### config.mk
export PLATFORM = sky130hd
export DESIGN_NAME = sequenced_decoder
export DESIGN_NICKNAME = d
export VERILOG_FILES = /design/src/rtl/seq_decoder_pkg.sv /design/src/rtl/onehot_decoder.sv /design/src/rtl/sequenced_decoder.sv
export SDC_FILE = /design/constraint.sdc
export NUM_CORES = 1
export LEC_CHECK = 0
export ABC_AREA = 1
export CAP_MARGIN = 20
export CELL_PAD_IN_SITES_DETAIL_PLACEMENT = 0
export CELL_PAD_IN_SITES_GLOBAL_PLACEMENT = 1
export CORE_ASPECT_RATIO = 0.7
export CORE_MARGIN = 3
export CORE_UTILIZATION = 27
export DETAILED_ROUTE_END_ITERATION = 8
export PLACE_DENSITY = 0.78
export SETUP_SLACK_MARGIN = 0.3
export SYNTH_ARGS = -nofsm -noshare
export SYNTH_HDL_FRONTEND = slang
export SYNTH_HIERARCHICAL = 1
export SYNTH_SLANG_ARGS = --single-unit
export TNS_END_PERCENT = 20
### constraint.sdc
create_clock -name clk -period 1.3 [get_ports clk]
set_clock_uncertainty 0.05 [all_clocks]
set_input_delay 0.13 -clock clk [delete_from_list [all_inputs] [get_ports clk]]
set_output_delay 0.13 -clock clk [all_outputs]
set_load 0.03 [all_outputs]
### src/rtl/seq_decoder_pkg.sv
// Shared types and helpers for the sequenced one-hot decoder.
package seq_decoder_pkg;

  typedef enum logic {
    IDLE   = 1'b0,
    ACTIVE = 1'b1
  } state_t;

  // Upper bound on decoder width supported by the onehot helper.
  localparam int MAX_OUTPUTS = 32;

  // One-hot vector with bit idx set; all-zero when idx is outside 0..n-1.
  function automatic logic [MAX_OUTPUTS-1:0] onehot(input logic [7:0] idx, input int n);
    logic [MAX_OUTPUTS-1:0] r;
    r = '0;
    if (int'(idx) < n) begin
      r = MAX_OUTPUTS'(1) << idx;
    end
    return r;
  endfunction

endpackage

### src/rtl/onehot_decoder.sv
// Combinational index -> one-hot decoder with enable; the parent registers it.
module onehot_decoder
  import seq_decoder_pkg::*;
#(
  parameter int IDX_WIDTH = 2,
  parameter int N         = 4
) (
  input  logic                 en,
  input  logic [IDX_WIDTH-1:0] idx,
  output logic [N-1:0]         onehot_out
);

  logic [N-1:0] full;

  assign full = N'(onehot(8'(idx), N));

  genvar gi;
  generate
    for (gi = 0; gi < N; gi++) begin : g_bit
      assign onehot_out[gi] = en & full[gi];
    end
  endgenerate

endmodule

### src/rtl/sequenced_decoder.sv
// Registered one-hot decoder that walks a run of consecutive outputs,
// holding each for DWELL cycles, under a valid/ready command handshake.
// Optional feature: define SEQ_DECODER_RANGE_ERR_EN to get a sticky err
// flag on out-of-range commands; otherwise err is tied low.
module sequenced_decoder
  import seq_decoder_pkg::*;
#(
  parameter int ADDR_WIDTH  = 2,
  parameter int NUM_OUTPUTS = 4,
  parameter int DWELL       = 1,
  parameter int LEN_WIDTH   = 2
) (
  input  logic                   clk,
  input  logic                   reset,
  input  logic                   cmd_valid,
  output logic                   cmd_ready,
  input  logic [ADDR_WIDTH-1:0]  cmd_addr,
  input  logic [LEN_WIDTH-1:0]   cmd_len,
  input  logic                   hold,
  input  logic                   abort,
  output logic [NUM_OUTPUTS-1:0] out,
  output logic                   busy,
  output logic                   done,
  output logic                   err
);

  localparam int DW = (DWELL > 1) ? $clog2(DWELL) : 1;

  state_t                 state_reg, state_next;
  logic [ADDR_WIDTH-1:0]  idx_reg, idx_next;
  logic [DW-1:0]          dwell_cnt_reg, dwell_cnt_next;
  logic [LEN_WIDTH-1:0]   remain_reg, remain_next;
  logic                   done_next;
  logic                   err_reg, err_next;
  logic [NUM_OUTPUTS-1:0] out_reg, dec_out;
  logic                   ready_reg, busy_reg, done_reg;
  logic                   addr_ok;

  assign addr_ok = ({1'b0, cmd_addr} < (ADDR_WIDTH+1)'(NUM_OUTPUTS));

  // Next-state logic: accept, dwell countdown, advance with wrap, finish/abort.
  always_comb begin
    state_next     = state_reg;
    idx_next       = idx_reg;
    dwell_cnt_next = dwell_cnt_reg;
    remain_next    = remain_reg;
    done_next      = 1'b0;
    err_next       = err_reg;
    case (state_reg)
      IDLE: begin
        if (cmd_valid) begin
          if (addr_ok) begin
            state_next     = ACTIVE;
            idx_next       = cmd_addr;
            dwell_cnt_next = DW'(DWELL - 1);
            remain_next    = cmd_len;
          end else begin
`ifdef SEQ_DECODER_RANGE_ERR_EN
            err_next = 1'b1;
`endif
          end
        end
      end
      ACTIVE: begin
        // abort takes priority over hold and over normal completion
        if (abort) begin
          state_next = IDLE;
        end else if (!hold) begin
          if (dwell_cnt_reg != '0) begin
            dwell_cnt_next = dwell_cnt_reg - DW'(1);
          end else if (remain_reg != '0) begin
            idx_next       = (idx_reg == ADDR_WIDTH'(NUM_OUTPUTS - 1)) ? '0
                                                                       : idx_reg + ADDR_WIDTH'(1);
            dwell_cnt_next = DW'(DWELL - 1);
            remain_next    = remain_reg - LEN_WIDTH'(1);
          end else begin
            state_next = IDLE;
            done_next  = 1'b1;
          end
        end
      end
      default: state_next = IDLE;
    endcase
  end

  // Decode the upcoming index so out is registered alongside the state.
  onehot_decoder #(
    .IDX_WIDTH (ADDR_WIDTH),
    .N         (NUM_OUTPUTS)
  ) u_dec (
    .en         (state_next == ACTIVE),
    .idx        (idx_next),
    .onehot_out (dec_out)
  );

  // State and output registers.
  always_ff @(posedge clk) begin
    if (reset) begin
      state_reg     <= IDLE;
      idx_reg       <= '0;
      dwell_cnt_reg <= '0;
      remain_reg    <= '0;
      out_reg       <= '0;
      ready_reg     <= 1'b1;
      busy_reg      <= 1'b0;
      done_reg      <= 1'b0;
      err_reg       <= 1'b0;
    end else begin
      state_reg     <= state_next;
      idx_reg       <= idx_next;
      dwell_cnt_reg <= dwell_cnt_next;
      remain_reg    <= remain_next;
      out_reg       <= dec_out;
      ready_reg     <= (state_next == IDLE);
      busy_reg      <= (state_next == ACTIVE);
      done_reg      <= done_next;
      err_reg       <= err_next;
    end
  end

  assign out       = out_reg;
  assign cmd_ready = ready_reg;
  assign busy      = busy_reg;
  assign done      = done_reg;
  assign err       = err_reg;

endmodule

== Word-level counts from Yosys, hierarchy flattened ==
Cells that the tools add are included.

* $add $sub $neg: 3
* Reduce and logical (&&, ||, !) cells: 4
* Bitwise operators: 6
* Multiplexer cells: 25
* Equal/unequal tests: 6
* Shift operators: 1

{| class="wikitable"
|+ Operators with widths
! cell !! number
|-
| $mux W2 || 11
|-
| $mux W1 || 10
|-
| $ne A2 B2 Y1 const B || 4
|-
| $pmux W2 S2 || 2
|-
| $reduce_and A5 Y1 || 1
|-
| $reduce_or A5 Y1 || 1
|-
| $and A1 B1 Y1 || 4
|-
| $pmux W1 S2 || 2
|-
| $shl A1 B2 Y4 const A || 1
|-
| $reduce_and A3 Y1 || 1
|-
| $add A2 B1 Y2 const B || 1
|-
| $eq A2 B2 Y1 const B || 1
|-
| $ne A2 B1 Y1 const B || 1
|-
| $not A1 Y1 || 2
|-
| $reduce_bool A2 Y1 || 1
|-
| $sub A2 B1 Y2 const B || 1
|-
| $sub A1 B1 Y1 const B || 1
|}

* Register bits after elaboration: 12
* Output and inout port bits: 8
* Input bits: 9
* Word-level logic and storage cells: 52

== Logic depth before layout (Yosys ltp) ==
* Depth after elaboration: 9
* Depth in mapped cells: 12

== By module ==
Netlist, hierarchy kept.

{| class="wikitable"
|+ By module, submodules not included
! module !! cells each !! instances !! area each (um^2)
|-
| sequenced_decoder || 74 || 1 || 524.3
|-
| onehot_decoder || 8 || 1 || 30.0
|}

== Worst setup path after synthesis ==
OpenSTA, ideal clock, no wires.

* Kind: flip-flop to flip-flop
* Start point: register remain_reg[0]
* End point: register out_reg[2], in the netlist out[2]
* Slack: -60 ps
* Buffers on the path: 0
* Stages on the path, launching flop included: 12
* Arrival: 1246 ps
* Clock period less this slack: 1360 ps
* Cell sequence: dfxtp_1 inv_1 ha_1 nor2_4 nand2_1 nand2_1 nand3_1 nand2_1 inv_1 nor2_1 inv_1 nor2_1

* Cells in the longest elaborated chain, start to end: 8
* Elaborated cells on any way between the ends: 13
* Classes of those cells: shift: 1; mux: 10; bitwise: 1; reduce/logical: 1

{| class="wikitable"
|+ RTL lines
! element !! line !! RTL
|-
| from (decl) || sequenced_decoder.sv:32 || <nowiki>logic [LEN_WIDTH-1:0] remain_reg, remain_next;</nowiki>
|-
| from (signal assigned) || sequenced_decoder.sv:112 || <nowiki>remain_reg <= remain_next;</nowiki>
|-
| $reduce_bool A2 Y1 || sequenced_decoder.sv:71 || <nowiki>end else if (remain_reg != '0) begin</nowiki>
|-
| $mux W2 || sequenced_decoder.sv:71 ||
|-
| $mux W2 || sequenced_decoder.sv:69 || <nowiki>if (dwell_cnt_reg != '0) begin</nowiki>
|-
| $mux W2 || sequenced_decoder.sv:68 || <nowiki>end else if (!hold) begin</nowiki>
|-
| $mux W2 || sequenced_decoder.sv:66 || <nowiki>if (abort) begin</nowiki>
|-
| $pmux W2 S2 || sequenced_decoder.sv:49 || <nowiki>case (state_reg)</nowiki>
|-
| net idx_next[1] || sequenced_decoder.sv:30 || <nowiki>logic [ADDR_WIDTH-1:0] idx_reg, idx_next;</nowiki>
|-
| $shl A1 B2 Y4 || seq_decoder_pkg.sv:17 || <nowiki>r = MAX_OUTPUTS'(1) << idx;</nowiki>
|-
| $and A1 B1 Y1 || onehot_decoder.sv:20 || <nowiki>assign onehot_out[gi] = en & full[gi];</nowiki>
|-
| net dec_out[2] || sequenced_decoder.sv:35 || <nowiki>logic [NUM_OUTPUTS-1:0] out_reg, dec_out;</nowiki>
|-
| to (signal assigned) || sequenced_decoder.sv:113 || <nowiki>out_reg <= dec_out;</nowiki>
|-
| to (decl) || sequenced_decoder.sv:35 ||
|}

The timed path passes the listed nets, and every way through them passes these cells.
A chain may end at the register's enable or synchronous reset.

== Worst setup path after layout ==
* Start point: register remain_reg[1]
* End point: register out_reg[0], in the netlist out[0]

Same word-level chain as after synthesis.

==> flow_summary_export.csv <==
group,metric,value,unit
outcome,status,"complete, but fails checks",
outcome,violations,"negative setup slack",
floorplanning,num_rows,13,
synthesis,ys_ff_latch,11,
hold_path,hold_class,"in -> reg",
route,via_per_inst,4.25,
critical_path,start_kind,"register",
hold_path,worstHoldPathCells,2,
synthesis,synthFlopType,"dfxtp_1",
critical_path,rrSetupSlack,-90,ps
clock_tree,cts_max_level,1,
floorplanning,ioPinCount,17,
synthesis,async_flop_share,0,%
timing,max_freq,0.721,GHz
timing,rsz0062_at_grt,"yes",
synthesis,synth-edff-count,0,
power,total_leakage_power,0.000421,µW
critical_path,cp-end-kind,"register",
synthesis,yosysMostFrequentCell,"nand2_1",
synthesis,postSynthCellCount,82,
placement,dp_hpwl,952,µm
global_route,grt_pass1_vias,493,
global_route,grt-ovfl-total,0,
route,wl_met3,58,µm
clock_tree,ctsRootBufferMaster,"clkbuf_4",
timing,timing.final.ws_setup,-86.5,ps
synthesis,synth_cell_type_count,16,
floorplanning,core,1900,µm²
placement,place_congestion,0.794,
synthesis,yosysTopAreaCell,"dfxtp_1",
route,wirelength,1.30,mm
timing,hold_violations,0,
clock_tree,cts.clk_slew.worst_paths,70,ps
critical_path,rr_worst_depth,12,
layout,largest_reg_flops,4,
global_route,antenna_found_initial,0,
power,ir_drop,753,µV
critical_path,cp_top_family,"simple AND/OR/NAND/NOR gates",
floorplanning,start_util,29.1,%
hold_path,holdPathEnd,"done$_SDFF_PP0_",
synthesis,yosysWarnings,6,
layout,multi_input_area,315,µm²
timing,slew_violations,0,
floorplanning,die_height,43.9,µm
global_route,grt_first_pass_wirelength,2.02,mm
critical_path,arrival,1510,ps
clock_tree,cts_sinks,11,
timing,setup_viol,6,
critical_path,cp_max_fo,4,
layout,nets,122,
timing,period_minus_slack,1390,ps
synthesis,synth-seq-area-share,39.7,%
critical_path,r2r-start,"remain_reg[1]$_SDFFE_PP0P_",
critical_path,crit_chain,"inv_2 > ha_4 > nor2_4 > nand2_2 > nand2_1 > nand3_2 > nand2_2 > inv_1 > nand2_2 > nor2_1 > inv_1 > nor2_1",
flow_run,max-cap-violations,0,
route,wl_per_cell,9.84,µm
critical_path,critical_path_required,1420,ps
clock_tree,clk-insertion-delay-late,270,ps
critical_path,crit_slowest_cell,"dfxtp_2",
critical_path,critPathBufInv,3,
layout,fill_cells,199,
clock_tree,cts_buffers,3,
timing,fin_hold_ws,429,ps
critical_path,critPathMostFrequentCell,"nand2_2",
layout,area_delta_synth_final,54.9,%
route,drt-met1-wl,565,µm
timing,fin_crit_sh,107,%
layout,postLayoutCellArea,858,µm²
clock_tree,clock_path_buffers,2,
layout,register_area,224,µm²
critical_path,slowest_delay,330,ps
route,vias,561,
floorplanning,dieArea,2640,µm²
synthesis,synth_area,554,µm²
route,drt_iter0_drc,5,
synthesis,synth_common_cells,"nand2_1 (18), inv_1 (12), dfxtp_1 (11)",
placement,placed_area,811,µm²
clock_tree,cts_tree,"built",
global_route,grt_max_degree,10,
critical_path,crit_type,"reg -> reg",
synthesis,syn-num-nets,93,
hold_path,hold_path.startpoint,"reset",
clock_tree,ctsHoldBuffers,0,
synthesis,postSynthAreaPerCell,6.76,µm²
route,dr_wl_met2,659,µm
route,drt_first_pass_iters,4,
route,routed.top_layer,"met4",
power,powerDensity,998,nW/µm²
layout,drive_gt1_share,43.6,%
route,drtAntennaViolNets,0,
global_route,grt_usage,10.8,%
synthesis,synthTopCellsByArea,"dfxtp_1 (40%), nand2_1 (12%), inv_1 (8.1%)",
layout,diodes,0,
route,drc,0,
placement,io_buffers,15,
floorplanning,die_x,60.2,µm
critical_path,worstReg2RegEnd,"out[0]$_SDFF_PP0_",
synthesis,synth_top_cell_area_share,39.7,%
==> cells in the final DEF (no fill, tap or decap) <==
cell	synthesis	layout
a21oi_1	4	2
a21oi_2	0	2
buf_2	1	6
buf_4	1	11
clkbuf_1	0	1
clkbuf_4	0	3
clkdlybuf4s50_1	0	8
clkinv_1	2	2
conb_1	1	1
dfxtp_1	11	8
dfxtp_2	0	3
dlygate4sd2_1	0	1
ha_1	2	1
ha_4	0	1
inv_1	12	9
inv_2	3	6
nand2_1	18	12
nand2_2	4	9
nand2_4	0	1
nand3_1	6	3
nand3_2	0	3
nor2_1	10	9
nor2_2	0	1
nor2_4	2	2
nor4_1	1	1
o21ai_0	4	4
==> where the power goes <==
part | switching, µW | leakage, µW | internal, µW
clock network | 123 | 0.0000150 | 119
logic | 136 | 0.000315 | 108
registers | 11.4 | 0.0000912 | 359
==> worst register-to-register path, cell delays in order, from the launching register on <==
cell and delay, ps:
dfxtp_2 330, inv_2 50, ha_4 160, nor2_4 150, nand2_2 80, nand2_1 70
nand3_2 80, nand2_2 90, inv_1 50, nand2_2 60, nor2_1 40, inv_1 40
nor2_1 30
==> how the worst max path moves through the flow <==
stage,depth (start not counted),slack (ps),start,end
detailed placement,10,-180,hold,out[1]$_SDFF_PP0_
floorplan,11,60,remain_reg[0]$_SDFFE_PP0P_,out[3]$_SDFF_PP0_
finish,12,-90,remain_reg[1]$_SDFFE_PP0P_,out[0]$_SDFF_PP0_
CTS,11,-80,remain_reg[0]$_SDFFE_PP0P_,out[2]$_SDFF_PP0_
global route,11,-230,remain_reg[1]$_SDFFE_PP0P_,out[2]$_SDFF_PP0_
global placement,10,-140,hold,out[2]$_SDFF_PP0_
==> metal layers <==
metal / up-vias / global-route usage (%)
met5: - / 0
met4: 0 / 5.31
met3: 2 / 5.36
met2: 13 / 16.2
met1: 247 / 12.8
li1: 299 / -
==> final cells by class <==
class | instances | area share, %
Multi-Input combinational cell | 52 | 36.7
Sequential cell | 11 | 26.1
Clock buffer | 4 | 3.06
Inverter | 17 | 7.43
Timing Repair Buffer | 26 | 23.5
Tap cell | 22 | 3.21
==> per-stage QoR <==
stage	instances	utilization, %	setup WS (ps)	TNS, ps	total power [µW]
floorplan	82	-	55.5	0	509
global placement	127	42.6	-144	-757	602
detailed placement	127	42.6	-179	-917	606
CTS	131	43.0	-75.1	-262	848
global route	132	45.1	-232	-1110	915
finish	132	45.1	-86.5	-357	857
==> repair_timing <==
item,4_1_cts,5_1_grt
gates resized for setup,34,11
endpoints found under the setup margin,17,12
pin swaps,5,10
setup buffers,0,1
==> logic make-up after synthesis <==
group	after synthesis	synth area share, %
other cells	1	0.677
simple gates	41	34.1
compound gates	8	7.22
buf+inv	19	13.8
fa+ha+maj	2	4.51
flops	11	39.7
(Power assumes the default switching activity.)
